### src/rtl/ysyx_22041071_div_ctrl_if.sv
// Request, response and divider-side signals of the divide controller.
// The controller uses the slave view; EX stage and divider together form the master view.
interface ysyx_22041071_div_ctrl_if #(
    parameter int DATA_W = 64,
    parameter int RD_W   = 5
);
    logic              flush;
    logic              in_valid;
    logic              in_ready;
    logic [2:0]        in_op;
    logic [DATA_W-1:0] in_src1;
    logic [DATA_W-1:0] in_src2;
    logic [RD_W-1:0]   in_rd;
    logic              out_valid;
    logic              out_ready;
    logic [DATA_W-1:0] out_result;
    logic [RD_W-1:0]   out_rd;
    logic              busy;
    logic              div_valid_o;
    logic              div_signed_o;
    logic              divw_o;
    logic              div_flush_o;
    logic [DATA_W-1:0] dividend_o;
    logic [DATA_W-1:0] divisor_o;
    logic              div_ready_i;
    logic              div_out_valid_i;
    logic [DATA_W-1:0] div_quot_i;
    logic [DATA_W-1:0] div_rema_i;

    modport slave (
        input  flush, in_valid, in_op, in_src1, in_src2, in_rd, out_ready,
               div_ready_i, div_out_valid_i, div_quot_i, div_rema_i,
        output in_ready, out_valid, out_result, out_rd, busy,
               div_valid_o, div_signed_o, divw_o, div_flush_o, dividend_o, divisor_o
    );

    modport master (
        output flush, in_valid, in_op, in_src1, in_src2, in_rd, out_ready,
               div_ready_i, div_out_valid_i, div_quot_i, div_rema_i,
        input  in_ready, out_valid, out_result, out_rd, busy,
               div_valid_o, div_signed_o, divw_o, div_flush_o, dividend_o, divisor_o
    );
endinterface

### src/rtl/ysyx_22041071_div_ctrl.sv
// RV64M divide sequencer: div-by-zero/overflow (and cache hits) answered in 1 cycle, else divider latency + 1.
// One request in flight; in_ready only in IDLE, result held until out_ready; flush drains the divider.
// Optional result cache of the last divider operation: YSYX_22041071_DIV_CACHE_EN.
module ysyx_22041071_div_ctrl #(
    parameter int DATA_W = 64,
    parameter int RD_W   = 5
) (
    input  logic                   clk,
    input  logic                   reset,
    ysyx_22041071_div_ctrl_if.slave bus
);
    typedef enum logic [1:0] {S_IDLE, S_BUSY, S_RESP, S_DRAIN} state_t;

    localparam logic [DATA_W-1:0] MOST_NEG = {1'b1, {(DATA_W-1){1'b0}}};

    function automatic logic [DATA_W-1:0] sext_w(input logic [DATA_W-1:0] v, input logic word);
        sext_w = word ? {{(DATA_W-32){v[31]}}, v[31:0]} : v;
    endfunction

    state_t            r_state;
    state_t            w_state_nxt;
    logic [DATA_W-1:0] r_src1;
    logic [DATA_W-1:0] r_src2;
    logic [DATA_W-1:0] r_result;
    logic [2:0]        r_op;
    logic [RD_W-1:0]   r_rd;

    logic              w_accept;
    logic              w_capture;
    logic              w_word;
    logic              w_uns;
    logic              w_rem;
    logic [DATA_W-1:0] w_eff2;
    logic              w_div0;
    logic              w_ovf;
    logic              w_hit;
    logic [DATA_W-1:0] w_hit_res;
    logic              w_fast;
    logic [DATA_W-1:0] w_fast_res;
    logic              w_div_valid;
    logic              w_div_flush;

    assign w_word = bus.in_op[2];
    assign w_uns  = bus.in_op[0];
    assign w_rem  = bus.in_op[1];
    assign w_eff2 = w_word ? {{(DATA_W-32){1'b0}}, bus.in_src2[31:0]} : bus.in_src2;
    assign w_div0 = (w_eff2 == '0);
    assign w_ovf  = !w_uns && (w_word ?
                    (bus.in_src1[31:0] == 32'h8000_0000 && bus.in_src2[31:0] == 32'hFFFF_FFFF) :
                    (bus.in_src1 == MOST_NEG && bus.in_src2 == '1));

`ifdef YSYX_22041071_DIV_CACHE_EN
    logic              r_c_vld;
    logic              r_c_signed;
    logic              r_c_word;
    logic [DATA_W-1:0] r_c_src1;
    logic [DATA_W-1:0] r_c_src2;
    logic [DATA_W-1:0] r_c_quot;
    logic [DATA_W-1:0] r_c_rema;

    // Survives flush on purpose: the entry is a completed divider result, not pipeline state.
    always_ff @(posedge clk) begin
        if (reset) begin
            r_c_vld    <= 1'b0;
            r_c_signed <= 1'b0;
            r_c_word   <= 1'b0;
            r_c_src1   <= '0;
            r_c_src2   <= '0;
            r_c_quot   <= '0;
            r_c_rema   <= '0;
        end else if (w_capture) begin
            r_c_vld    <= 1'b1;
            r_c_signed <= ~r_op[0];
            r_c_word   <= r_op[2];
            r_c_src1   <= r_src1;
            r_c_src2   <= r_src2;
            r_c_quot   <= bus.div_quot_i;
            r_c_rema   <= bus.div_rema_i;
        end
    end

    assign w_hit = r_c_vld && (bus.in_src1 == r_c_src1) && (bus.in_src2 == r_c_src2) &&
                   (r_c_signed == !w_uns) && (r_c_word == w_word);
    assign w_hit_res = w_rem ? r_c_rema : r_c_quot;
`else
    assign w_hit     = 1'b0;
    assign w_hit_res = '0;
`endif

    // Div-by-zero: q = all ones, r = dividend. Overflow: q = dividend, r = 0.
    always_comb begin
        w_fast_res = '0;
        if (w_div0)
            w_fast_res = sext_w(w_rem ? bus.in_src1 : '1, w_word);
        else if (w_ovf)
            w_fast_res = sext_w(w_rem ? '0 : bus.in_src1, w_word);
        else
            w_fast_res = sext_w(w_hit_res, w_word);
    end

    assign w_fast    = w_div0 || w_ovf || w_hit;
    assign w_accept  = bus.in_valid && (r_state == S_IDLE) && !bus.flush;
    assign w_capture = (r_state == S_BUSY) && !bus.flush && bus.div_out_valid_i;

    always_ff @(posedge clk) begin
        if (reset) r_state <= S_IDLE;
        else       r_state <= w_state_nxt;
    end

    always_comb begin
        w_state_nxt = r_state;
        w_div_valid = 1'b0;
        w_div_flush = 1'b0;
        case (r_state)
            S_IDLE: begin
                if (w_accept) w_state_nxt = w_fast ? S_RESP : S_BUSY;
            end
            S_BUSY: begin
                if (bus.flush) begin
                    w_state_nxt = S_DRAIN;
                    w_div_flush = 1'b1;
                end else begin
                    w_div_valid = 1'b1;
                    if (bus.div_out_valid_i) w_state_nxt = S_RESP;
                end
            end
            S_RESP: begin
                if (bus.flush || bus.out_ready) w_state_nxt = S_IDLE;
            end
            S_DRAIN: begin
                w_div_flush = 1'b1;
                if (bus.div_ready_i) w_state_nxt = S_IDLE;
            end
            default: w_state_nxt = S_IDLE;
        endcase
    end

    always_ff @(posedge clk) begin
        if (reset) begin
            r_src1   <= '0;
            r_src2   <= '0;
            r_op     <= '0;
            r_rd     <= '0;
            r_result <= '0;
        end else begin
            if (w_accept) begin
                r_src1 <= bus.in_src1;
                r_src2 <= bus.in_src2;
                r_op   <= bus.in_op;
                r_rd   <= bus.in_rd;
                if (w_fast) r_result <= w_fast_res;
            end
            if (w_capture)
                r_result <= sext_w(r_op[1] ? bus.div_rema_i : bus.div_quot_i, r_op[2]);
        end
    end

    assign bus.in_ready     = (r_state == S_IDLE);
    assign bus.busy         = (r_state != S_IDLE);
    assign bus.out_valid    = (r_state == S_RESP);
    assign bus.out_result   = r_result;
    assign bus.out_rd       = r_rd;
    assign bus.div_valid_o  = w_div_valid;
    assign bus.div_flush_o  = w_div_flush;
    assign bus.dividend_o   = r_src1;
    assign bus.divisor_o    = r_src2;
    // Gated so the signedness line reads 0 out of reset while r_op is all zeros.
    assign bus.div_signed_o = (r_state == S_BUSY) && !r_op[0];
    assign bus.divw_o       = r_op[2];
endmodule

### src/flat_wrapper.sv
// flat-port wrapper written by rule: the top's interface ports become plain ports
module ysyx_22041071_div_ctrl_flat 
#(
    parameter int DATA_W = 64,
    parameter int RD_W   = 5
)
  (clk, reset, bus_flush, bus_in_valid, bus_in_op, bus_in_src1, bus_in_src2, bus_in_rd, bus_out_ready, bus_div_ready_i, bus_div_out_valid_i, bus_div_quot_i, bus_div_rema_i, bus_in_ready, bus_out_valid, bus_out_result, bus_out_rd, bus_busy, bus_div_valid_o, bus_div_signed_o, bus_divw_o, bus_div_flush_o, bus_dividend_o, bus_divisor_o);
  ysyx_22041071_div_ctrl_if #(.DATA_W(DATA_W), .RD_W(RD_W)) bus_i ();
  input  logic clk;
  input  logic reset;
  input wire logic [$bits(bus_i.flush)-1:0] bus_flush;
  input wire logic [$bits(bus_i.in_valid)-1:0] bus_in_valid;
  input wire logic [$bits(bus_i.in_op)-1:0] bus_in_op;
  input wire logic [$bits(bus_i.in_src1)-1:0] bus_in_src1;
  input wire logic [$bits(bus_i.in_src2)-1:0] bus_in_src2;
  input wire logic [$bits(bus_i.in_rd)-1:0] bus_in_rd;
  input wire logic [$bits(bus_i.out_ready)-1:0] bus_out_ready;
  input wire logic [$bits(bus_i.div_ready_i)-1:0] bus_div_ready_i;
  input wire logic [$bits(bus_i.div_out_valid_i)-1:0] bus_div_out_valid_i;
  input wire logic [$bits(bus_i.div_quot_i)-1:0] bus_div_quot_i;
  input wire logic [$bits(bus_i.div_rema_i)-1:0] bus_div_rema_i;
  output wire logic [$bits(bus_i.in_ready)-1:0] bus_in_ready;
  output wire logic [$bits(bus_i.out_valid)-1:0] bus_out_valid;
  output wire logic [$bits(bus_i.out_result)-1:0] bus_out_result;
  output wire logic [$bits(bus_i.out_rd)-1:0] bus_out_rd;
  output wire logic [$bits(bus_i.busy)-1:0] bus_busy;
  output wire logic [$bits(bus_i.div_valid_o)-1:0] bus_div_valid_o;
  output wire logic [$bits(bus_i.div_signed_o)-1:0] bus_div_signed_o;
  output wire logic [$bits(bus_i.divw_o)-1:0] bus_divw_o;
  output wire logic [$bits(bus_i.div_flush_o)-1:0] bus_div_flush_o;
  output wire logic [$bits(bus_i.dividend_o)-1:0] bus_dividend_o;
  output wire logic [$bits(bus_i.divisor_o)-1:0] bus_divisor_o;
  assign bus_i.flush = bus_flush;
  assign bus_i.in_valid = bus_in_valid;
  assign bus_i.in_op = bus_in_op;
  assign bus_i.in_src1 = bus_in_src1;
  assign bus_i.in_src2 = bus_in_src2;
  assign bus_i.in_rd = bus_in_rd;
  assign bus_i.out_ready = bus_out_ready;
  assign bus_i.div_ready_i = bus_div_ready_i;
  assign bus_i.div_out_valid_i = bus_div_out_valid_i;
  assign bus_i.div_quot_i = bus_div_quot_i;
  assign bus_i.div_rema_i = bus_div_rema_i;
  assign bus_in_ready = bus_i.in_ready;
  assign bus_out_valid = bus_i.out_valid;
  assign bus_out_result = bus_i.out_result;
  assign bus_out_rd = bus_i.out_rd;
  assign bus_busy = bus_i.busy;
  assign bus_div_valid_o = bus_i.div_valid_o;
  assign bus_div_signed_o = bus_i.div_signed_o;
  assign bus_divw_o = bus_i.divw_o;
  assign bus_div_flush_o = bus_i.div_flush_o;
  assign bus_dividend_o = bus_i.dividend_o;
  assign bus_divisor_o = bus_i.divisor_o;
  ysyx_22041071_div_ctrl #(.DATA_W(DATA_W), .RD_W(RD_W)) u_core (.clk(clk), .reset(reset), .bus(bus_i));
endmodule
### config.mk
export PLATFORM = sky130hd
export DESIGN_NAME = ysyx_22041071_div_ctrl_flat
export DESIGN_NICKNAME = d
export VERILOG_FILES = /design/src/rtl/ysyx_22041071_div_ctrl_if.sv /design/src/rtl/ysyx_22041071_div_ctrl.sv /design/src/flat_wrapper.sv
export SDC_FILE = /design/constraint.sdc
export NUM_CORES = 1
export LEC_CHECK = 0
export ABC_CLOCK_PERIOD_IN_PS = 4000
export CAP_MARGIN = 20
export CORE_UTILIZATION = 25
export CTS_BUF_LIST = sky130_fd_sc_hd__clkbuf_16
export DETAILED_ROUTE_END_ITERATION = 8
export DONT_BUFFER_PORTS = 1
export PLACE_DENSITY_LB_ADDON = 0.12
export SETUP_SLACK_MARGIN = 0.15
export SYNTH_ARGS = -nofsm -noshare
export SYNTH_HDL_FRONTEND = slang
export SYNTH_SLANG_ARGS = --single-unit
### constraint.sdc
create_clock -name clk -period 4 [get_ports clk]
set_clock_uncertainty 0.1 [all_clocks]
set_input_delay 0.8 -clock clk [delete_from_list [all_inputs] [get_ports clk]]
set_output_delay 0.8 -clock clk [all_outputs]
set_load 0.05 [all_outputs]
==> results of run 1 <==
==> flip-flops by register name, summed over array words and instances (netlist names) <==
name	flops
u_core.bus.divisor_o	64
u_core.bus.out_result	64
u_core.bus.out_rd	5
u_core.bus.dividend_o	64
u_core.r_state	2
u_core.r_op	3
==> report_power, final <==
part	switching, W	internal, W	leakage [nW]
Combinational	0.000243	0.000127	1.19
Sequential	0.000328	0.00209	1.64
Clock	0.000897	0.00116	0.384
Total	0.00147	0.00338	3.22
==> critical path: stages <==
cell     delay [ns]
or4_1          0.64
nor4_1         0.62
a31oi_1        0.15
or4b_1         0.53
buf_4          0.22
a21oi_2        0.19
buf_12         0.20
a32o_1         0.18
==> cells by family (layout without fill, tap and decap cells) <==
| logic type | count (synthesis) | in the layout | share of synthesized area |
|---|---|---|---|
| muxes | 64 | 64 | 0.07086 |
| and+or+nand+nor | 408 | 408 | 0.1945 |
| DFF | 202 | 202 | 0.4464 |
| buffers and inverters | 109 | 74 | 0.04903 |
| AOI/OAI and AO/OA | 371 | 371 | 0.2392 |
==> cell usage in the layout, fill, tap and decap left out, types with 9 or more instances in the layout <==
cell type	Yosys	layout
a21oi_1	203	201
a32o_1	31	31
dfxtp_1	202	200
mux2i_1	63	63
buf_4	0	20
nor4_1	27	27
o21ai_0	66	66
inv_1	5	10
nor2_1	47	45
nand4_1	18	18
clkbuf_16	0	26
o211ai_1	28	28
nand2_1	280	279
clkinv_1	1	9
a31oi_1	29	29
==> per-layer routing <==
layer,vias to the layer above,share of wire,wire (um),track usage
met4,4,0.023,871,0.05451
met2,375,0.47,17970,0.3222
li1,3996,-,-,-
met3,55,0.10,3849,0.06674
met1,4076,0.41,15820,0.2469
met5,-,0.00067,26,0
==> layout make-up <==
cell class,instances,area share
Clock inverter,19,0.008090
Inverter,6,0.002206
Clock buffer,26,0.06374
Tap cell,461,0.05651
Multi-Input combinational cell,843,0.4522
Timing Repair Buffer,23,0.02059
Sequential cell,202,0.3967
==> stage by stage <==
step | cell area, um^2 | instances | util | hold WS, ns | power [W]
after detailed placement | 9474 | 1535 | 0.2664 | 0.3483 | 0.002841
after CTS | 10210 | 1580 | 0.2870 | 0.1987 | 0.004935
after global routing | 10210 | 1580 | 0.2870 | 0.2174 | 0.005073
final | 10210 | 1580 | 0.2870 | 0.2217 | 0.004848
after global placement | 9474 | 1535 | 0.2664 | 0.3442 | 0.002839
after floorplan | 9059 | 1154 | - | 0.3367 | 0.002737
==> path summary, 6_finish.rpt <==
path,end,slack (ns),cells past startpoint
worst min-delay path,u_core.bus.dividend_o[26],0.22,1
worst min register to register,u_core.r_op[0],0.35,2
worst max register to register,u_core.bus.out_result[48],1.46,7
worst max-delay path,u_core.bus.out_result[48],0.78,8
==> results.py, run 1 <==
metrics = {
    "yosys": {
        "yosysMostFrequentCell": "nand2_1",
        "synth_nets": 1425,
        "synth_edf_count": 0,
        "synth_flop_cell": "dfxtp_1",
        "netlist_top_cells_count": "280 x nand2_1, 203 x a21oi_1, 202 x dfxtp_1",
        "synthArstFlopShare": 0,
        "synth_cells": 1154,
        "syn_area_per_cell_um2": 7.850,
        "synth_area_um2": 9059,
        "ys_ff_latch": 202,
        "seq_area_frac_synth": 0.4464,
        "synth_top_area_frac": 0.4464,
        "ys.warnings.count": 0,
        "yosysTopAreaCell": "dfxtp_1",
        "synth_area_leaders": "dfxtp_1 45%, nand2_1 12%, a21oi_1 11%, mux2i_1 7.0%, o21ai_0 3.6%",
        "synth_cell_types": 44,
    },
    "layout": {
        "multi_input_area_um2": 4616,
        "drive_above_1_share": 0.06077,
        "fillerInstances": 3917,
        "diodes": 0,
        "nets": 1372,
        "seqCellArea_um2": 4049,
        "area_growth_pct": 12.68,
    },
    "sta": {
        "maxSlewHeadroom": 0.2853,
        "rsz0062_at_grt": "false",
        "slew_viol_final": 0,
        "tns_ns": 0,
        "fin_ws_ns": 0.7820,
        "worst_pin_slew_ns": 1.068,
        "hold_viol": 0,
        "timing.final.crit_share": 0.8045,
        "fmax_mhz": 310.7,
        "setup_viol": 0,
        "period_needed_ns": 3.218,
    },
    "die": {
        "io-pin-count": 475,
        "core_area_um2": 35570,
        "die_area_um2": 37000,
        "row_count": 69,
        "fp.dieH_um": 192.4,
        "start_util": 0.2547,
        "die_x_um": 192.4,
    },
    "clock_network": {
        "hold_buffers": 0,
        "cts_resized": 0,
        "cts_buffer_depth": 3,
        "cts_root_buffer": "clkbuf_16",
        "cts_buffers": 25,
        "cts_tree": "yes",
        "h-tree-depth": 1,
        "clkSinkCount": 202,
        "path_clk_slew_ns": 0.06,
        "clkLatencyLatePin_ns": 0.55,
        "post_cts_buffers": 0,
    },
    "route": {
        "wl_per_cell_um": 24.39,
        "wirelength_um": 38540,
        "antenna_left": 0,
        "via_per_inst": 5.384,
        "drcViolationCount": 0,
        "vias": 8506,
        "drt_iter0_drc": 470,
        "drt-pass1-iter-count": 6,
    },
    "critical_path": {
        "cp_max_fo": 31,
        "cp-start-kind": "input pin",
        "reg2reg_from": "u_core.r_state[0]",
        "crit_path_start": "bus_in_src1[31]",
        "worst_ep_arrival_time_ns": 3.58,
        "critPathKind": "input pin to register",
        "required_ns": 4.36,
        "crit_path_end_kind": "register",
    },
    "pwr": {
        "max-vdd-ir-drop_mv": 0.2881,
        "power.density_nw_per_um2": 475.0,
        "leakage_nw": 3.218,
    },
    "place": {
        "globalplace.congestion": 0.7985,
        "dp_slack_ns": 0.1775,
        "io_buffers": 0,
        "dp_hpwl_um": 27300,
    },
    "global_routing": {
        "gr-total-overflow": 0,
        "grt_pass1_wl_um": 54720,
        "grt_pass1_vias": 8264,
        "grt_usage": 0.1978,
        "grt_start_max_net_pins": 176,
        "grt_antenna_before_repair": 3,
    },
    "outcome": {
        "status": "complete, no violations",
    },
    "job": {
        "cap_violations": 0,
    },
    "worst_hold_path": {
        "hold_start": "reset",
        "min_path_type": "input pin to register",
    },
}
(Power assumes the default switching activity.)
==> run 2: changes to the inputs <==
Settings changed: ABC_CLOCK_PERIOD_IN_PS 4000 to 2600.
Clock period 4 ns to 2.6 ns, I/O delays scaled along.
==> run 2 against run 1 <==
  * Core utilization is 5.1 points higher
  * Global-route usage is 0.94 points higher
  * First-iteration DRC count is 16% higher
  * Flip-flop and latch count stayed put
  * Combinational power is 120% higher
  * Sequential share of layout area is 6.0 points lower
  * Critical path depth is 1 lower
  * Via count is 8.0% higher
  * Register-to-register slack worse by 1.2 ns
  * Cell count is 9.4% higher
  * Worst hold slack worse by 0.19 ns
  * Critical endpoint is now u_core.bus.out_result[60]
  * Largest cell class unchanged
==> results.py, run 2 (synthesis gave the netlist of run 1 again) <==
metrics = {
    "clock_network": {
        "h-tree-depth": 1,
        "cts_tree": "yes",
        "path_clk_slew_ns": 0.05,
        "clkLatencyLatePin_ns": 0.54,
        "cts_root_buffer": "clkbuf_16",
        "cts_buffer_depth": 3,
        "cts_buffers": 26,
        "clkSinkCount": 202,
    },
    "worst_hold_path": {
        "min_path_type": "input pin to register",
        "hold_start": "bus_in_src1[15]",
    },
    "job": {
        "cap_violations": 0,
    },
    "global_routing": {
        "grt.busiest_layer": "met2",
        "use_met3": 0.06183,
        "grt_antenna_before_repair": 2,
        "grt_pass1_wl_um": 57530,
        "grt_start_max_net_pins": 138,
        "gr-usage-met2": 0.3366,
        "grt_pass1_vias": 8946,
        "grt_usage": 0.2072,
        "gr-total-overflow": 0,
        "grtUsageMet1": 0.2625,
    },
    "critical_path": {
        "cp-start-kind": "input pin",
        "cp_max_fo": 31,
        "worst_ep_arrival_time_ns": 2.84,
        "crit_path_end_kind": "register",
        "critPathTopFamily": "simple AND/OR/NAND/NOR gates",
        "cp_slowest_stage_delay_ns": 0.59,
        "crit_chain": "or4_4 -> nor4_4 -> a31oi_1 -> or4b_4 -> and3b_2 -> buf_12 -> a32o_1",
        "crit_path_start": "bus_in_src1[31]",
        "rrSetupSlack_ns": 0.26,
        "required_ns": 2.91,
        "cp.buffers_inverters": 1,
        "critPathKind": "input pin to register",
        "reg2reg_from": "u_core.r_state[1]",
        "slowest_stage": "or4_4",
    },
    "die": {
        "die_area_um2": 37000,
        "die_x_um": 192.4,
        "row_count": 69,
        "core_area_um2": 35570,
        "io-pin-count": 475,
        "start_util": 0.2547,
        "fp.dieH_um": 192.4,
    },
    "pwr": {
        "max-vdd-ir-drop_mv": 0.4615,
        "power.density_nw_per_um2": 663.0,
        "leakage_nw": 4.232,
    },
    "sta": {
        "period_needed_ns": 2.529,
        "maxSlewHeadroom": 0.3618,
        "fmax_mhz": 395.4,
        "hold_viol": 0,
        "setup_viol": 0,
        "timing.final.crit_share": 0.9728,
        "rsz0062_at_grt": "true",
        "slew_viol_final": 0,
        "tns_ns": 0,
        "worst_pin_slew_ns": 0.9542,
    },
    "layout": {
        "final_cell_mix": "279 x nand2_1, 201 x a21oi_1, 200 x dfxtp_1",
        "fin_area_um2": 12020,
        "fin_util": 0.3378,
        "final_cells": 1729,
        "nets": 1524,
        "drive_above_1_share": 0.08919,
        "fillerInstances": 3762,
        "final_common_cell": "nand2_1",
        "area_growth_pct": 32.64,
    },
    "outcome": {
        "status": "complete, no violations",
    },
    "route": {
        "drt_iter0_drc": 547,
        "vias": 9187,
        "wl_per_cell_um": 23.92,
        "drcViolationCount": 0,
        "via_per_inst": 5.313,
        "drt-pass1-iter-count": 4,
        "wirelength_um": 41360,
        "antenna_left": 0,
    },
    "place": {
        "globalplace.congestion": 0.7810,
        "placed_area_um2": 9811,
        "io_buffers": 0,
        "dp.cells": 1560,
        "dp_hpwl_um": 27530,
    },
}
run 2: through the flow:
stage / hold WS, ns / power (W) / worst slack (ns)
final: 0.02803 / 0.007966 / 0.07062
after global routing: 0.01556 / 0.008251 / 0.02379
after CTS: 0.0006475 / 0.008038 / 0.1111
after detailed placement: 0.3511 / 0.004409 / -0.7144
after global placement: 0.3465 / 0.004402 / -0.6828
after floorplan: 0.3367 / 0.004212 / -0.2599
run 2: final timing paths:
check                         endpoint  cells past startpoint
max          u_core.bus.out_result[60]                      7
min          u_core.bus.dividend_o[15]                      2
max reg2reg   u_core.bus.divisor_o[42]                      6
min reg2reg             u_core.r_op[0]                      2
run 2: worst reg2reg max path, delay by kind of cell, from the launching register on:
kind,cells,cell delay (ns)
AND/OR/NAND/NOR,3,0.46
AO/OA/AOI/OAI,1,0.19
flip-flops,1,0.47
buffers and inverters,2,1.07
run 2: routing by layer:
layer / wire length (um) / part of all wire / up-vias
met5: 12 / 0.00029 / -
met4: 1217 / 0.029 / 2
met3: 3737 / 0.090 / 68
met2: 19330 / 0.47 / 383
met1: 17060 / 0.41 / 4432
li1: - / - / 4302
run 2: cell type report:
class,count,area [um^2],share of cell area
Clock inverter,15,110.1,0.009164
Antenna cell,1,2.502,0.0002083
Multi-Input combinational cell,843,4740,0.3945
Clock buffer,27,675.6,0.05623
Tap cell,461,576.8,0.04801
Timing Repair Buffer,174,1839,0.1531
Sequential cell,202,4049,0.3370
Inverter,6,22.52,0.001874
run 2: power by group:
part | internal (W) | switching (W) | leakage, nW
sequential | 0.00322 | 0.000498 | 1.64
combinational | 0.000360 | 0.000448 | 2.18
clock | 0.00204 | 0.00141 | 0.410
run 2: repair_timing:
item                                    4_1_cts  5_1_grt
hold buffers                                121        0
hold endpoints to repair                    158        0
pin swaps                                     1        4
buffers inserted                              1        2
endpoints found under the setup margin       64       80
resized for setup                            10        9
cloned                                        0        2
